<file path="src/rtl/mem_access_sequencer.sv">
// Memory-stage load/store sequencer: aligned requests issue one access; misaligned
// half/word requests are split into byte accesses and the load bytes are reassembled.
module mem_access_sequencer #(
  parameter int unsigned DATA_WIDTH    = 32,
  parameter int unsigned ADDRESS_WIDTH = 6
) (
  input  logic                     clk,
  input  logic                     rst_n,
  input  logic                     req_valid,
  output logic                     req_ready,
  input  logic                     req_we,
  input  logic [2:0]               req_funct3,
  input  logic [ADDRESS_WIDTH-1:0] req_addr,
  input  logic [DATA_WIDTH-1:0]    req_wdata,
  output logic                     resp_valid,
  output logic [DATA_WIDTH-1:0]    resp_rdata,
  output logic                     resp_err,
  output logic [ADDRESS_WIDTH-1:0] mem_addr,
  output logic [1:0]               mem_size,
  output logic                     mem_sign_ext,
  output logic                     mem_we,
  output logic [DATA_WIDTH-1:0]    mem_din,
  input  logic [DATA_WIDTH-1:0]    mem_dout
);

  localparam int unsigned AW = ADDRESS_WIDTH;
  localparam int unsigned DW = DATA_WIDTH;
  localparam int unsigned KW = 2;

  typedef enum logic [1:0] {
    S_IDLE   = 2'd0,
    S_ACCESS = 2'd1,
    S_RESP   = 2'd2
  } state_e;

  state_e          state_q, state_d;
  logic [KW-1:0]   k_q, k_d;
  logic [KW-1:0]   last_q, last_d;
  logic            split_q, split_d;
  logic [AW-1:0]   addr_q, addr_d;
  logic            we_q, we_d;
  logic [2:0]      funct3_q, funct3_d;
  logic [DW-1:0]   wdata_q, wdata_d;
  logic [DW-1:0]   asm_q, asm_d;

  logic            req_ready_q, req_ready_d;
  logic            resp_valid_q, resp_valid_d;
  logic            resp_err_q, resp_err_d;
  logic [DW-1:0]   resp_rdata_q, resp_rdata_d;
  logic [AW-1:0]   mem_addr_q, mem_addr_d;
  logic [1:0]      mem_size_q, mem_size_d;
  logic            mem_sign_ext_q, mem_sign_ext_d;
  logic            mem_we_q, mem_we_d;
  logic [DW-1:0]   mem_din_q, mem_din_d;

  // Issue selection: which request fields drive the next registered memory access
  logic            iss;
  logic [AW-1:0]   iss_addr;
  logic            iss_we;
  logic [2:0]      iss_f3;
  logic [DW-1:0]   iss_wdata;
  logic            iss_split;
  logic [KW-1:0]   iss_k;

  logic            req_split;
  logic [KW-1:0]   req_last;
  logic            req_illegal;
  logic [DW-1:0]   asm_nx;
  logic [DW-1:0]   rd_ext;

  always_comb begin
    state_d        = state_q;
    k_d            = k_q;
    last_d         = last_q;
    split_d        = split_q;
    addr_d         = addr_q;
    we_d           = we_q;
    funct3_d       = funct3_q;
    wdata_d        = wdata_q;
    asm_d          = asm_q;
    resp_valid_d   = 1'b0;
    resp_err_d     = 1'b0;
    resp_rdata_d   = '0;
    mem_addr_d     = '0;
    mem_size_d     = 2'b00;
    mem_sign_ext_d = 1'b0;
    mem_we_d       = 1'b0;
    mem_din_d      = '0;
    iss            = 1'b0;
    iss_addr       = addr_q;
    iss_we         = we_q;
    iss_f3         = funct3_q;
    iss_wdata      = wdata_q;
    iss_split      = split_q;
    iss_k          = k_q;
    req_split      = 1'b0;
    req_last       = '0;
    req_illegal    = 1'b0;

    // Access count of the incoming request, encoded as last byte index
    case (req_funct3[1:0])
      2'b00: ;
      2'b01: begin
        req_split = req_addr[0];
        req_last  = req_addr[0] ? KW'(1) : KW'(0);
      end
      2'b10: begin
        req_split = |req_addr[1:0];
        req_last  = req_split ? KW'(3) : KW'(0);
      end
      default: req_illegal = 1'b1;
    endcase

    asm_nx = asm_q;
    if (split_q) asm_nx[{k_q, 3'b000} +: 8] = mem_dout[7:0];
    else         asm_nx = mem_dout;

    // Split halfword loads extend here; aligned loads come back extended by the memory
    rd_ext = asm_nx;
    if (split_q && (funct3_q[1:0] == 2'b01))
      rd_ext[31:16] = funct3_q[2] ? 16'h0000 : {16{asm_nx[15]}};

    case (state_q)
      S_IDLE: begin
        if (req_valid && req_ready_q) begin
          addr_d   = req_addr;
          we_d     = req_we;
          funct3_d = req_funct3;
          wdata_d  = req_wdata;
          k_d      = '0;
          asm_d    = '0;
          split_d  = req_split;
          last_d   = req_last;
          if (req_illegal) begin
            state_d      = S_RESP;
            resp_valid_d = 1'b1;
            resp_err_d   = 1'b1;
          end else begin
            state_d   = S_ACCESS;
            iss       = 1'b1;
            iss_addr  = req_addr;
            iss_we    = req_we;
            iss_f3    = req_funct3;
            iss_wdata = req_wdata;
            iss_split = req_split;
            iss_k     = '0;
          end
        end
      end
      S_ACCESS: begin
        asm_d = asm_nx;
        if (k_q == last_q) begin
          state_d      = S_RESP;
          resp_valid_d = 1'b1;
          resp_rdata_d = we_q ? '0 : rd_ext;
        end else begin
          k_d   = k_q + KW'(1);
          iss   = 1'b1;
          iss_k = k_q + KW'(1);
        end
      end
      S_RESP:  state_d = S_IDLE;
      default: state_d = S_IDLE;
    endcase

    if (iss) begin
      mem_we_d   = iss_we;
      mem_addr_d = iss_addr + AW'(iss_k);
      if (iss_split) begin
        mem_size_d     = 2'b00;
        mem_sign_ext_d = 1'b1;
        mem_din_d      = {4{iss_wdata[{iss_k, 3'b000} +: 8]}};
      end else begin
        mem_size_d     = iss_f3[1:0];
        mem_sign_ext_d = iss_f3[2];
        case (iss_f3[1:0])
          2'b00:   mem_din_d = {4{iss_wdata[7:0]}};
          2'b01:   mem_din_d = {2{iss_wdata[15:0]}};
          default: mem_din_d = iss_wdata;
        endcase
      end
    end

    req_ready_d = (state_d == S_IDLE);
  end

  always_ff @(posedge clk or negedge rst_n) begin
    if (!rst_n) begin
      state_q        <= S_IDLE;
      k_q            <= '0;
      last_q         <= '0;
      split_q        <= 1'b0;
      addr_q         <= '0;
      we_q           <= 1'b0;
      funct3_q       <= 3'b000;
      wdata_q        <= '0;
      asm_q          <= '0;
      req_ready_q    <= 1'b1;
      resp_valid_q   <= 1'b0;
      resp_err_q     <= 1'b0;
      resp_rdata_q   <= '0;
      mem_addr_q     <= '0;
      mem_size_q     <= 2'b00;
      mem_sign_ext_q <= 1'b0;
      mem_we_q       <= 1'b0;
      mem_din_q      <= '0;
    end else begin
      state_q        <= state_d;
      k_q            <= k_d;
      last_q         <= last_d;
      split_q        <= split_d;
      addr_q         <= addr_d;
      we_q           <= we_d;
      funct3_q       <= funct3_d;
      wdata_q        <= wdata_d;
      asm_q          <= asm_d;
      req_ready_q    <= req_ready_d;
      resp_valid_q   <= resp_valid_d;
      resp_err_q     <= resp_err_d;
      resp_rdata_q   <= resp_rdata_d;
      mem_addr_q     <= mem_addr_d;
      mem_size_q     <= mem_size_d;
      mem_sign_ext_q <= mem_sign_ext_d;
      mem_we_q       <= mem_we_d;
      mem_din_q      <= mem_din_d;
    end
  end

  assign req_ready    = req_ready_q;
  assign resp_valid   = resp_valid_q;
  assign resp_err     = resp_err_q;
  assign resp_rdata   = resp_rdata_q;
  assign mem_addr     = mem_addr_q;
  assign mem_size     = mem_size_q;
  assign mem_sign_ext = mem_sign_ext_q;
  assign mem_we       = mem_we_q;
  assign mem_din      = mem_din_q;

endmodule

</file>
<file path="config.mk">
export PLATFORM = sky130hd
export DESIGN_NAME = mem_access_sequencer
export DESIGN_NICKNAME = d
export VERILOG_FILES = /design/src/rtl/mem_access_sequencer.sv
export SDC_FILE = /design/constraint.sdc
export NUM_CORES = 1
export LEC_CHECK = 0
export BUFFER_PORTS_ARGS = -buffer_cell sky130_fd_sc_hd__buf_4
export CAP_MARGIN = 20
export CORE_MARGIN = 4
export CORE_UTILIZATION = 34
export CTS_CLUSTER_DIAMETER = 40
export DETAILED_ROUTE_END_ITERATION = 10
export PLACE_DENSITY = 0.51
export SYNTH_ARGS = -nofsm -noshare
export SYNTH_HDL_FRONTEND = slang
export SYNTH_SLANG_ARGS = --single-unit
</file>
<file path="constraint.sdc">
create_clock -name clk -period 3.3 [get_ports clk]
set_clock_uncertainty 0.1 [all_clocks]
set_input_delay 0.66 -clock clk [delete_from_list [all_inputs] [get_ports clk]]
set_output_delay 0.66 -clock clk [all_outputs]
set_load 0.02 [all_outputs]
</file>
; ---- After elaboration in Yosys (flattened, before gate mapping)
; Cells that the tools add are included.
; Widths: inputs -> output; s select.
[op_classes]
add_sub_neg = 3
multipliers = 0
n_div = 0
magnitude_cmp = 0
n_eq_ne = 7
shifts = 3
n_mux = 56
bitwise = 0
reduce_logical = 11
[op_table]
columns = operator, n
row1 = $mux 32, 10
row2 = $pmux 32 s2, 2
row3 = $bwmux 32, 1
row4 = $mux 16, 2
row5 = $shift 8x7->32 const A, 1
row6 = $shiftx 32x6->8, 1
row7 = $shiftx 8x7->32, 1
row8 = $mux 6, 4
row9 = $mux 2, 10
row10 = $mux 1, 17
row11 = $pmux 2 s2, 4
row12 = $mux 3, 3
row13 = $eq 2x1->1 const B, 4
row14 = $logic_not 2->1, 4
row15 = $neg 5->7, 1
row16 = $add 6x2->6, 1
row17 = $pmux 1 s2, 3
row18 = $reduce_and 2->1, 2
row19 = $reduce_or 3->1, 1
row20 = $add 2x1->2 const B, 1
row21 = $eq 2x2->1, 1
row22 = $eq 2x2->1 const B, 1
row23 = $logic_and 1x1->1, 2
row24 = $ne 2x2->1 const B, 1
row25 = other kinds (2), 2
[word_totals]
register_bits = 158
latch_bits = 0
ramBits = 0
romBits = 0
in_bits = 77
output_inout_bits = 77
word_cells = 98
memories = 0

; ---- Longest topological paths before layout
; Gate-level depths: netlist of the first run.
[logic_depth]
ltp_word = 9
depth_mapped = 14
mapped_depth_nobuf = 10

; ---- Worst setup path after synthesis of the first run
; OpenSTA, ideal clock, no wires.
[synth_timing]
path_type = input to register
start = input req_funct3[0]
end = register mem_addr_q[5], in the netlist mem_addr[5]
setup_ns = 0.132
arrival_ns = 2.623
required_ns = 3.068
path_slack_ns = 0.445
cell_stages = 12
path_cell_list = ha_1 -> nand2b_1 -> buf_2 -> clkbuf_1 -> nand2_1 -> nand2_1 -> ha_1 -> a21oi_1 -> a21oi_1 -> a21boi_0 -> xor2_1 -> nor2_1
[synth_between]
elab_chain_len = 7
[synth_lines]
columns = element, line
row1 = "start, declared", 12  ; input logic [2:0] req_funct3,
row2 = "$eq 2x2->1, or another cell as far along", 101  ; case (req_funct3[1:0])
row3 = $reduce_or 3->1 (no source line) *, --
row4 = $mux 2 / $mux 6 (equally long branches), 134  ; if (req_illegal) begin
row5 = $mux 2 / $mux 6 (equally long branches), 125  ; if (req_valid && req_ready_q) begin
row6 = $pmux 2 s2 / $mux 6 (equally long branches), 123  ; case (state_q)
row7 = $add 6x2->6, 168  ; mem_addr_d = iss_addr + AW'(iss_k);
row8 = $mux 6 *, 166  ; if (iss) begin
row9 = net mem_addr_d[5], 50  ; logic [AW-1:0] mem_addr_q, mem_addr_d;
row10 = "end signal, assigned", 221  ; mem_addr_q <= mem_addr_d;
row11 = "end, declared", 50
; The timed path passes the listed nets; every way through them passes the cells marked *.
; A chain may end at the register's enable or synchronous reset.

; ---- Final worst setup path of the first run
[layout_timing]
start = register k_q[0]
end = register mem_addr_q[5], in the netlist mem_addr[5]
[layout_between]
elab_chain_len = 5
[layout_lines]
columns = element, line
row1 = "start, declared", 37  ; logic [KW-1:0] k_q, k_d;
row2 = "start signal, assigned", 209  ; k_q <= k_d;
row3 = "$add 2x1->2, or another cell as far along", 159  ; iss_k = k_q + KW'(1);
row4 = $mux 2 (on tied branches), --
row5 = $pmux 2 s2, 123
row6 = $add 6x2->6, 168
row7 = $mux 6 *, 166
row8 = net mem_addr_d[5], 50
; Marked as above.

==> summary.md, run 1 <==
| Metric | Value |
|---|---|
| Final setup TNS | 0 ps |
| Kind of cell adding the most delay to the critical path | adder cells |
| Num CTS Buffers | 17 |
| I/O Pins | roughly 150 |
| Worst setup EP type | register |
| Max-slew violations | 0 |
| Pin count of the biggest net entering global routing | 75 |
| WS Path Type | reg -> reg |
| Post-synth EDFFs | 0 |
| Leakage | ~0.0047 µW |
| CP max stage delay | 510 ps |
| Initial antenna violation count | 0 |
| R2r worst-path depth | 10 |
| Worst path required time | between 3000 and 4000 ps |
| Cts hold-fix bufs | 0 |
| Critical Path Fanout Max | 9 |
| Total core area | approximately 0.022 mm² |
| Buf+Inv Stages, Crit Path | 1 |
| Final Cycle Share | 83.9% |
| Status | complete, no violations |
| Via count | between 6000 and 7000 |
| Mean number of vias per cell | between 5 and 6 |
| PwrDens | about 1000 mW/mm² |
| DRC viols | 0 |
| Yosys top cell by area | dfrtp_1 |
| Die W | roughly 160 µm |
| Drt wl/cell | approximately 19 µm |
| Register bit count reported by yosys | between 150 and 200 |
| Layout cells sized above 1 | around a quarter |
| Most frequent cell after synthesis | dfrtp_1 |
| Die height | 158 µm |
| Post-Route WL | ~23000 µm |
| Highest-delay cell along the critical path | dfrtp_1 |
| Layout Nets | approximately 1000 |
| Initial DRC count | 325 |
| Netlist cell types | between 50 and 60 |
| Most used DFF post-synth | dfrtp_1 |
| Headroom to the max-slew limit | 52.5% |
| P&R area growth vs syn | 27.4% |
| Crit start category | register |
| CTS root buf | clkbuf_16 |
| Total track usage | 18.4% |
| H-tree levels | 4 |
| Syn avg cell area | ~10 µm² |
| Slew @ Worst Pin | 713 ps |
| Peak supply drop | about 0.43 mV |
| Vias in the first global route | between 6000 and 7000 |
| DRT antenna net count | 0 |
| CTS tree | yes |
| Cell area after synthesis | 0.00764 mm² |
| RSZ-0062 raised after global routing | false |
| Latest clock arrival within the worst-skew pair | 420 ps |
| Clock buffer depth | 2 |
| Syn Inst Count | roughly 760 |
| Initial Util | a little over a third |
| Postcts setup bufs | 0 |
| Worst Path Arrival | between 2000 and 3000 ps |
| Commonest cells in the netlist | dfrtp_1, nand2_1, a21oi_1, mux2i_1, o21ai_0 |
| Post-synth top area share | between 50% and 60% |
| Routability cong. | 0.792 |
| Drt first pass iters | 5 |
| Sequential share of the synthesized area | between 50 and 60% |
| Max-Cap Viols | 0 |
| Diode count | 0 |
| Clock Sink Count | about 160 |
| Synth async-reset ratio | 100% |
| Warnings, synthesis | 0 |
| Top post-synthesis cells by area | dfrtp_1, mux2i_1, nand2_1 |
| Die area | around 0.025 mm² |
| HPWL after detailed placement | 15700 µm |
| Gr ovfl total | 0 |
| Reg-to-Reg Start | k_q[0] |
| Fmax | about 0.36 GHz |
| First-pass GRT wire length | 35500 µm |
| Final setup fails | 0 |
| Total power | between 9000 and 10000 µW |
| Mapped Nets | between 800 and 900 |
| Worst hold path class | in -> async |
| Final Hold Viols | 0 |
| Clk pin slew, worst setup/hold paths | 70 ps |
| Critical-path cell list | inv_1, ha_1, o211ai_1, nand3_1, ha_1, a21oi_1, a21oi_1, a21boi_0, xor2_1, nor2_1 |
| Worst R2R Setup Slack | 530 ps |
| Fin crit period | approximately 2800 ps |
| CTS-repair resized insts | 0 |
| Reg2reg end | mem_addr[5] |
| # port buffers | roughly 150 |
| Row cnt | 54 |
[per-layer routing]
metal  vias to the layer above  GRT usage [%]  share of wire, %
met5                         -              0                 0
met4                         0           5.28               1.7
met3                        26           4.21               6.6
met1                      3075           26.5                47
met2                       226           27.7                45
li1                       2999              -                 -
[worst max path at each step]
stage,from,cells past startpoint,endpoint
3_3_place_gp,req_funct3[0],11,mem_addr[5]
4_1_cts,k_q[0],10,mem_addr[5]
6_report,k_q[0],10,mem_addr[5]
3_5_place_dp,req_funct3[0],11,mem_addr[5]
5_1_grt,k_q[0],10,mem_addr[5]
2_1_floorplan,req_funct3[0],12,mem_addr[5]
[cells by family after synthesis]
kind of cell / share of synthesized area [%]
AO/OA/AOI/OAI: 16.7
XOR/XNOR: 0.671
adder cells (fa/ha/maj): 1.90
buffers and inverters: 4.06
flip-flops: 51.4
multiplexers: 9.73
AND/OR/NAND/NOR: 15.5
[through the flow]
step	std cells	worst slack [ps]	cell area, µm²	hold WS [ps]	util [%]
floorplan	763	445	7640	264	-
global placement	1174	371	9160	356	41.7
detailed placement	1174	296	9160	362	41.7
CTS	1206	519	9740	178	44.3
global route	1206	277	9740	203	44.3
finish	1206	530	9740	155	44.3
[sequential cells by signal (all words and copies together) (netlist names), 3 cells and up]
signal,count
mem_addr,6
resp_rdata,32
addr_q,6
mem_din,32
asm_q,32
funct3_q,3
wdata_q,32
[where the power goes]
part           switching (µW)  internal [µW]
registers                 392           2660
logic                    2750           1880
clock network             839           1080
[layout by cell type, fill, tap and decap left out, drive strengths merged, types with 4 or more instances in the layout]
cell,instances
nor3b,9
and2,4
a21o,11
nand3,30
a2111o,8
nand3b,4
xor2,5
clkinv,9
nand2,152
buf,182
a21oi,63
a22o,8
nor3,15
inv,14
clkbuf,19
ha,10
mux2,9
dfrtp,156
a221oi,15
a22oi,22
nor2,33
o21bai,16
mux2i,61
o21ai,41
[cell type report]
| class | instances | area [µm²] |
|---|---|---|
| fill | 2132 | 12200 |
| sequential | 157 | 3930 |
| multi-input combinational | 543 | 3420 |
| timing repair buffer | 182 | 1420 |
| clock buffer | 19 | 443 |
| tap | 280 | 350 |
| clock inverter | 13 | 133 |
| inverter | 12 | 45.0 |
No activity file was read; power rests on OpenSTA's default activity.
==> run 2, diff against run 1 <==
- ABC_AREA: unset -> 1
- PLACE_DENSITY: 0.51 -> 0.52
- clock period: 3.3 -> 2.3 ns (I/O delays scaled with it)
==> run 2 against run 1 <==
Against the previous run: wire length increased by 4.8%; clock-buffer cell count is 1 lower; via count up 15%; critical endpoint is now mem_addr[4]; critical path type unchanged; setup slack got worse by 380 ps.
==> summary.md, run 2 <==
| Metric | Value |
|---|---|
| Status | complete, no violations |
| Latest clock arrival within the worst-skew pair | between 400 and 500 ps |
| Peak supply drop | between 0.5 and 0.6 mV |
| Leakage | around 0.0055 µW |
| Mean number of vias per cell | roughly 4.8 |
| Fillers | 2329 |
| Initial DRC count | about 420 |
| Pin count of the biggest net entering global routing | 55 |
| Total power | 13900 µW |
| DRC viols | 0 |
| Postcts setup bufs | 0 |
| Drt first pass iters | 6 |
| Worst hold path class | in -> reg |
| Final Hold Viols | 0 |
| Yosys top cell by area | dfrtp_1 |
| Vias in the first global route | 7208 |
| Post-synth top area share | between 40 and 50% |
| Placed insts | about 1500 |
| RSZ-0062 raised after global routing | false |
| Diode count | 0 |
| Total core area | 0.0228 mm² |
| Max-Cap Viols | 0 |
| HPWL after detailed placement | 17300 µm |
| I/O Pins | ~150 |
| Worst path required time | roughly 2500 ps |
| Fin crit period | about 2200 ps |
| Initial Util | a little over a third |
| DRT antenna net count | 0 |
| CTS tree | yes |
| # port buffers | 153 |
| Top post-synthesis cells by area | dfrtp_1, nand2_1, nand3_1 |
| Post-synth EDFFs | 0 |
| Commonest cells in the netlist | nand2_1, dfrtp_1, nand3_1, inv_1, nor2_1 |
| Row cnt | 55 |
| Die height | ~160 µm |
| Netlist cell types | 41 |
| Die area | approximately 0.026 mm² |
| Syn avg cell area | roughly 8 µm² |
| Headroom to the max-slew limit | approximately 66% |
| Most frequent cell after synthesis | nand2_1 |
| Drt wl/cell | ~16 µm |
| Routability cong. | roughly 0.83 |
| Total track usage | roughly a fifth |
| P&R area growth vs syn | 32.3% |
| Register bit count reported by yosys | 157 |
| PwrDens | 1320 mW/mm² |
| Syn Inst Count | 1000 |
| Cell area after synthesis | around 0.0080 mm² |
| Mapped Nets | ~1100 |
| Initial antenna violation count | 0 |
| Slew @ Worst Pin | 514 ps |
| Warnings, synthesis | 0 |
| Max-slew violations | 0 |
| Post-Synth XOR/XNOR Area | 0% |
| Met1 WL | around 11000 µm |
| WS Path Type | reg -> reg |
| Final Cycle Share | a little over 90% |
| Most common cell after layout, fill and taps aside | nand2_1 |
| Met2 wire length | between 10000 and 15000 µm |
| Final setup fails | 0 |
| Via count | 7280 |
| Post-route insts no fill | between 1500 and 2000 |
| Largest family of logic cells by synthesized area | simple AND/OR/NAND/NOR gates |
| Synth async-reset ratio | 100% |
| Num CTS Buffers | 17 |
| Top sig layer | met4 |
| Worst Path Arrival | about 2400 ps |
| Most frequent cells in the layout | nand2_1, buf_4, dfrtp_1, nand3_1, inv_1 |
| Fmax | ~0.46 GHz |
| Post-synthesis compound-gate area fraction | 12.7% |
| Worst setup EP type | register |
| Most used DFF post-synth | dfrtp_1 |
| Synth Area in Adders | 1.82% |
| Clock buffer depth | 2 |
| Sequential Area | 0.00393 mm² |
| Simple-Gate Fraction of Synth Area | 28.5% |
| Met3 Routed Length | 1260 µm |
| Sequential share of the synthesized area | 49.4% |
| First-pass GRT wire length | 39000 µm |
| Gr ovfl total | 0 |
| CTS root buf | clkbuf_16 |
| Multi-input gate area | 0.00348 mm² |
| Die W | approximately 160 µm |
| Layout Nets | about 1300 |
| Worst R2R Setup Slack | roughly 150 ps |
| Mux cell area share after synthesis | 0% |
| Clock Sink Count | between 150 and 200 |
| Layout cells sized above 1 | between 20% and 30% |
| Crit start category | register |
| Critical Path Fanout Max | 7 |
| H-tree levels | 4 |
| Post-Route WL | 23800 µm |
| Clk pin slew, worst setup/hold paths | 70 ps |
run 2: cell type report:
type                            count  share of cell area (%)
Multi-Input combinational cell    699                    33.0
Tap cell                          313                    3.72
Timing Repair Buffer              221                    16.9
Clock inverter                     14                    1.50
Inverter                           94                    3.35
Sequential cell                   157                    37.3
Clock buffer                       18                    4.17
run 2: path summary, 6_finish.rpt:
check,startpoint,endpoint,cells past startpoint
worst min register to register,wdata_q[22],wdata_q[22],2
max in group asynchronous,rst_n,asm_q[31],3
worst min-delay path,req_wdata[14],wdata_q[14],3
worst max register to register,req_ready,mem_addr[4],11
worst max-delay path,req_ready,mem_addr[4],11
min in group asynchronous,rst_n,resp_rdata[5],2
run 2: cells by family after synthesis:
family / count (synthesis)
buffers and inverters: 144
adders and majority gates: 11
and+or+nand+nor: 521
DFF: 157
AOI/OAI and AO/OA: 167
run 2: repair_timing:
item | in CTS | in global routing
hold buffers | 1 | 0
resized for setup | 0 | 7
endpoints found under the hold margin | 43 | 0
setup endpoints to repair | 0 | 32
run 2: power breakdown:
| part | switching, µW | leakage [µW] | internal, µW |
|---|---|---|---|
| clock | 1230 | 0.000283 | 1650 |
| sequential | 366 | 0.00207 | 3670 |
| combinational | 4320 | 0.00315 | 2640 |
| total | 5920 | 0.00551 | 7970 |
run 2: worst max-delay path, cell delays in order, from the launching register on:
cell	delay (ps)
dfstp_2	600
nand2_4	90
nor2_4	140
nand2_4	100
nand2_1	70
o21ai_1	60
ha_2	200
fa_2	370
nand2_1	70
nor2_1	50
o21ai_1	130
a21oi_1	50
run 2: per-layer routing:
| layer | vias to the layer above | GRT usage (%) |
|---|---|---|
| li1 | 3624 | - |
| met1 | 3417 | 25.5 |
| met2 | 212 | 30.9 |
| met3 | 27 | 3.78 |
| met4 | 0 | 5.51 |
| met5 | - | 0 |
run 2: through the flow:
| step | utilization (%) | setup slack, ps | instance area, µm² | hold slack [ps] | setup TNS, ps |
|---|---|---|---|---|---|
| finish | 46.1 | 148 | 10500 | 141 | 0 |
| global route | 46.1 | 3.06 | 10500 | 125 | 0 |
| CTS | 45.9 | 85.0 | 10500 | 121 | 0 |
| detailed placement | 43.3 | -92.8 | 9890 | 345 | -487 |
| global placement | 43.3 | -56.6 | 9890 | 348 | -192 |
| floorplan | - | -63.9 | 7980 | 64.4 | -85.7 |
